### src/rtl/series_ctrl.sv
`default_nettype none
// ============================================================================
// Module      : series_ctrl
// Description : Moore control FSM sequencing a series-expansion datapath.
//               Loads x, optionally squares it, then repeatedly forms
//               t <= t*x, t <= t*lut[addr] and accumulates r +/- t until the
//               datapath flags convergence or MAX_TERMS terms are summed.
// Revision    : 1.0 - initial release
// ============================================================================
module series_ctrl #(
    parameter int MAX_TERMS = 8,   // 1..15 terms per run
    parameter int ALT       = 1,   // 1: alternate add/sub, 0: always add
    parameter int SQ        = 1    // 1: square x before the term loop
) (
    input  logic clk,
    input  logic rst,              // asynchronous, active-low
    input  logic start,
    input  logic lt,
    output logic initt,
    output logic initr,
    output logic initc,
    output logic ld_x,
    output logic ld_t,
    output logic ld_r,
    output logic ld_y,
    output logic cnt,
    output logic s2,
    output logic s1,
    output logic s0,
    output logic mode,
    output logic busy,
    output logic done
);

    typedef enum logic [2:0] {
        ST_IDLE   = 3'd0,
        ST_LOAD   = 3'd1,
        ST_SQUARE = 3'd2,
        ST_MULX   = 3'd3,
        ST_MULC   = 3'd4,
        ST_ACC    = 3'd5,
        ST_DONE   = 3'd6
    } state_t;

    // Term index of the final term; the run ends after accumulating it.
    localparam logic [3:0] c_LAST_K = 4'(MAX_TERMS - 1);
    localparam logic       c_ALT    = (ALT != 0);
    localparam logic       c_SQ     = (SQ != 0);

    state_t     r_state;
    state_t     w_next;
    logic [3:0] r_k;
    logic       r_parity;

    // State register; reset forces IDLE immediately so outputs drop at once.
    always_ff @(posedge clk or negedge rst) begin
        if (!rst) begin
            r_state <= ST_IDLE;
        end else begin
            r_state <= w_next;
        end
    end

    // Term counter and sign parity: cleared on LOAD, stepped once per ACC.
    always_ff @(posedge clk or negedge rst) begin
        if (!rst) begin
            r_k      <= 4'd0;
            r_parity <= 1'b0;
        end else if (r_state == ST_LOAD) begin
            r_k      <= 4'd0;
            r_parity <= 1'b0;
        end else if (r_state == ST_ACC) begin
            r_k      <= r_k + 4'd1;
            r_parity <= ~r_parity;
        end
    end

    // Next-state logic and Moore output decode from the registered state.
    always_comb begin
        w_next = r_state;
        initt  = 1'b0;
        initr  = 1'b0;
        initc  = 1'b0;
        ld_x   = 1'b0;
        ld_t   = 1'b0;
        ld_r   = 1'b0;
        ld_y   = 1'b0;
        cnt    = 1'b0;
        s2     = 1'b0;
        s1     = 1'b0;
        s0     = 1'b0;
        mode   = 1'b0;
        busy   = 1'b1;
        done   = 1'b0;

        unique case (r_state)
            ST_IDLE: begin
                busy = 1'b0;
                if (start) w_next = ST_LOAD;
            end
            ST_LOAD: begin
                s2     = 1'b1;
                ld_x   = 1'b1;
                ld_y   = 1'b1;
                initt  = 1'b1;
                initr  = 1'b1;
                initc  = 1'b1;
                w_next = c_SQ ? ST_SQUARE : ST_MULX;
            end
            ST_SQUARE: begin
                ld_x   = 1'b1;          // s0=0 selects x*x
                w_next = ST_MULX;
            end
            ST_MULX: begin
                s0     = 1'b1;
                ld_t   = 1'b1;
                w_next = ST_MULC;
            end
            ST_MULC: begin
                s0     = 1'b1;
                s1     = 1'b1;
                ld_t   = 1'b1;
                cnt    = 1'b1;
                w_next = ST_ACC;
            end
            ST_ACC: begin
                ld_r = 1'b1;
                mode = c_ALT & r_parity;
                // lt reflects t as produced by the preceding MULC.
                if (lt || (r_k == c_LAST_K)) w_next = ST_DONE;
                else                         w_next = ST_MULX;
            end
            ST_DONE: begin
                done   = 1'b1;
                w_next = ST_IDLE;
            end
            default: begin
                busy   = 1'b0;
                w_next = ST_IDLE;
            end
        endcase
    end

endmodule
`default_nettype wire
### config.mk
export PLATFORM = sky130hd
export DESIGN_NAME = series_ctrl
export DESIGN_NICKNAME = d
export VERILOG_FILES = /design/src/rtl/series_ctrl.sv
export SDC_FILE = /design/constraint.sdc
export NUM_CORES = 1
export LEC_CHECK = 0
export BUFFER_PORTS_ARGS = -buffer_cell sky130_fd_sc_hd__buf_2
export CORE_AREA = 2 2 39 41
export CTS_BUF_LIST = sky130_fd_sc_hd__clkbuf_8
export DETAILED_ROUTE_END_ITERATION = 10
export DIE_AREA = 0 0 41 43
export HOLD_SLACK_MARGIN = 0.03
export PLACE_DENSITY = 0.67
export SLEW_MARGIN = 5
export SYNTH_ARGS = -nofsm -noshare
export SYNTH_HDL_FRONTEND = slang
export SYNTH_SLANG_ARGS = --single-unit
### constraint.sdc
create_clock -name clk -period 1.3 [get_ports clk]
set_input_delay 0.39 -clock clk [delete_from_list [all_inputs] [get_ports clk]]
set_output_delay 0.39 -clock clk [all_outputs]
set_load 0.005 [all_outputs]
==> flow_summary_export.csv <==
group,metric,value,unit
status,status,"finished with violations",
status,violations,"setup timing",
detailed_routing,drc,0,
setup_path,worstSetupPathType,"reg2out",
detailed_routing,firstDrtPassIters,4,
sta,fmax,618,MHz
yosys,synth_largest_area_cell,"dfrtp_1",
yosys,yosysSeqAreaShare,38.4,%
cells_and_area,final_cell_mix,"13 x buf_2, 9 x buf_4, 6 x buf_6",
detailed_routing,via_per_inst,4.82,
cells_and_area,finish.utilization,55.9,%
cts,clk_latency,220,ps
power_and_ir_drop,p_seq_share,26.6,%
yosys,synth_area,522,sq um
placement,place_area,618,sq um
power_and_ir_drop,ir_drop,1.08,mV
yosys,synthAdderAreaFrac,2.40,%
yosys,syn_inst,59,
global_routing,grt_antenna_before_repair,0,
global_routing,grt_pass1_wl,1750,um
setup_path,max_stage_delay,460,ps
power_and_ir_drop,power,1820,uW
sta,relSlewSlack,85.7,%
yosys,ys_types,25,
cts,cts.clk_slew.worst_paths,40,ps
yosys,synth-simple-area-share,33.6,%
global_routing,grt_start_max_net_pins,12,
power_and_ir_drop,p_clk_share,16.0,%
floorplan,die_h,43,um
global_routing,grt_overflow,0,
floorplan,core,1380,sq um
sta,finalSetupViolations,15,
yosys,yosys_warnings,0,
setup_path,startpoint_type,"register",
yosys,synth_area_per_cell,8.84,sq um
cts,cts_buffers,3,
power_and_ir_drop,p_per_area,2350,nW/um^2
global_routing,grt_pass1_vias,434,
power_and_ir_drop,p_int,1160,uW
sta,setup_ws,-318,ps
setup_path,cp.required,910,ps
yosys,synth_xor_xnor_area_share,0,%
cells_and_area,nFillCells,125,
detailed_routing,drt_iter0_markers,3,
cells_and_area,nets,87,
yosys,netlist.area_leader.share,38.4,%
floorplan,die_area,1760,sq um
cts,clock_path_buffers,2,
min_path,hp-class,"in2reg",
cells_and_area,final_common_cell,"buf_2",
detailed_routing,wl_per_cell,11.5,um
flow_run,drv_cap,0,
detailed_routing,routed_wl,1100,um
yosys,synth_compound_area_share,9.11,%
sta,rsz0062_at_grt,"true",
setup_path,path_cells,"and2b_2, and3_4, buf_6",
detailed_routing,vias,463,
floorplan,io_pins,18,
power_and_ir_drop,leakagePower,0.000389,uW
setup_path,slowest_stage,"dfrtp_2",
yosys,syn_nets,64,
floorplan,placementRows,14,
yosys,synth_area_leaders,"dfrtp_1 38%, buf_4 8.6%, nand3b_1 7.2%",
placement,gp_congestion,0.755,
cts,cts_tree,"built",
floorplan,die-width,41,um
detailed_routing,ant_nets,0,
cts,cts-htree-levels,1,
sta,maxSlewViolCount,0,
power_and_ir_drop,power_frac_comb,57.3,%
power_and_ir_drop,p_switching,656,uW
sta,min_period,1620,ps
yosys,ys_ff_latch,8,
min_path,whs_path_depth,3,
floorplan,start_util,37.7,%
cells_and_area,fin_cells,96,
cts,clkSinkCount,8,
setup_path,worst-endpoint-arrival,1230,ps
placement,dp.cells,86,
placement,port_buffers,17,
yosys,synth_top_family_by_area,"simple AND/OR/NAND/NOR gates",
placement,hpwl,766,um
cells_and_area,n_antenna_cell,0,
yosys,synthMuxAreaShare,1.92,%
sta,tightest_slew,213,ps
cells_and_area,synthToLayoutAreaGrowth,48.2,%
placement,place_ws,-117,ps
setup_path,critPathCaptureType,"output pin",
cells_and_area,final_cell_area,773,sq um
global_routing,grt_usage,15.0,%
sta,fin_crit_sh,124,%
cts,cts_root_buffer,"clkbuf_8",
power_and_ir_drop,switching_share,36.1,%
sta,final_hold_viol_count,0,
setup_path,worstRegToRegCells,3,
cells_and_area,drive_gt1_share,56.3,%
sta,fin_skew,1.87,ps
setup_path,path_max_fanout,8,
## what timing repair did
action,in CTS,in global routing
pin swaps,2,2
setup endpoints to repair,15,16
cloned,0,0
setup buffers,5,1
gates resized for setup,8,9
endpoints found under the hold margin,8,0
hold buffers,1,0
## routing by layer
metal	up-vias	share of wire, %	track usage, %	wire length (um)
met5	-	0	0	0
met4	0	0	8.00	0
met3	0	2.5	3.14	27
met2	9	54	23.8	598
met1	215	43	17.9	476
li1	239	-	-	-
## layout make-up
class / count / area [sq um] / share of cell area, %
timing repair buffer: 29 / 210 / 27.2
tap: 16 / 20.0 / 2.59
clock buffer: 3 / 41.3 / 5.34
multi-input combinational: 39 / 294 / 38.0
sequential: 8 / 204 / 26.4
inverter: 1 / 3.75 / 0.485
## worst max-delay path: cells and delay by family (launching register included)
family / cells / cell delay [ps]
DFF: 1 / 460
and+or+nand+nor: 2 / 460
buffers and inverters: 1 / 80
## power by group through the flow
| stage | sequential, uW | clock, uW | combinational [uW] |
|---|---|---|---|
| 6_report | 484 | 292 | 1040 |
| 5_1_grt | 499 | 312 | 1150 |
| 4_1_cts | 476 | 300 | 964 |
| 3_5_place_dp | 488 | 0 | 752 |
| 3_3_place_gp | 482 | 0 | 739 |
| 2_1_floorplan | 399 | 0 | 721 |
## sequential cells by signal, summed over array words and instances (netlist names)
signal / flops
r_k: 4
r_parity: 1
r_state: 3
## synthesized netlist by cell type
cell type and instances:
and3_1 2, a221oi_1 1, nand3b_1 5, a22o_1 1, o21ai_0 3, a21bo_2 1
nand2_1 6, nor3_1 2, a21oi_1 1, nor2_1 2, buf_4 6, buf_6 1
buf_2 1, mux2i_1 1, nand2b_1 4, or4b_1 1, nor2b_1 1, nand3_1 4
inv_1 1, dfrtp_1 8, clkbuf_1 3, and3b_1 1, and2b_1 1, ha_1 1
nor3b_1 1
## stage by stage
step	hold WS (ps)	setup TNS, ps
after global placement	244	-817
final	453	-3300
after CTS	459	-3240
after detailed placement	247	-966
after floorplan	94.4	-104
after global routing	485	-4200
## path summary, 6_finish.rpt
path	to	from	slack (ps)
max reg2reg	r_k[3]	r_state[1]	-60
max	mode	r_state[1]	-320
min in group asynchronous	r_k[2]	rst	570
min reg2reg	r_parity	r_parity	500
min	r_state[0]	lt	450
max in group asynchronous	r_state[0]	rst	540
## logic make-up after synthesis
kind of cell	Yosys count
fa+ha+maj	1
flops	8
simple gates	30
buf+inv	12
mux	1
compound gates	7
(Power assumes the default switching activity.)
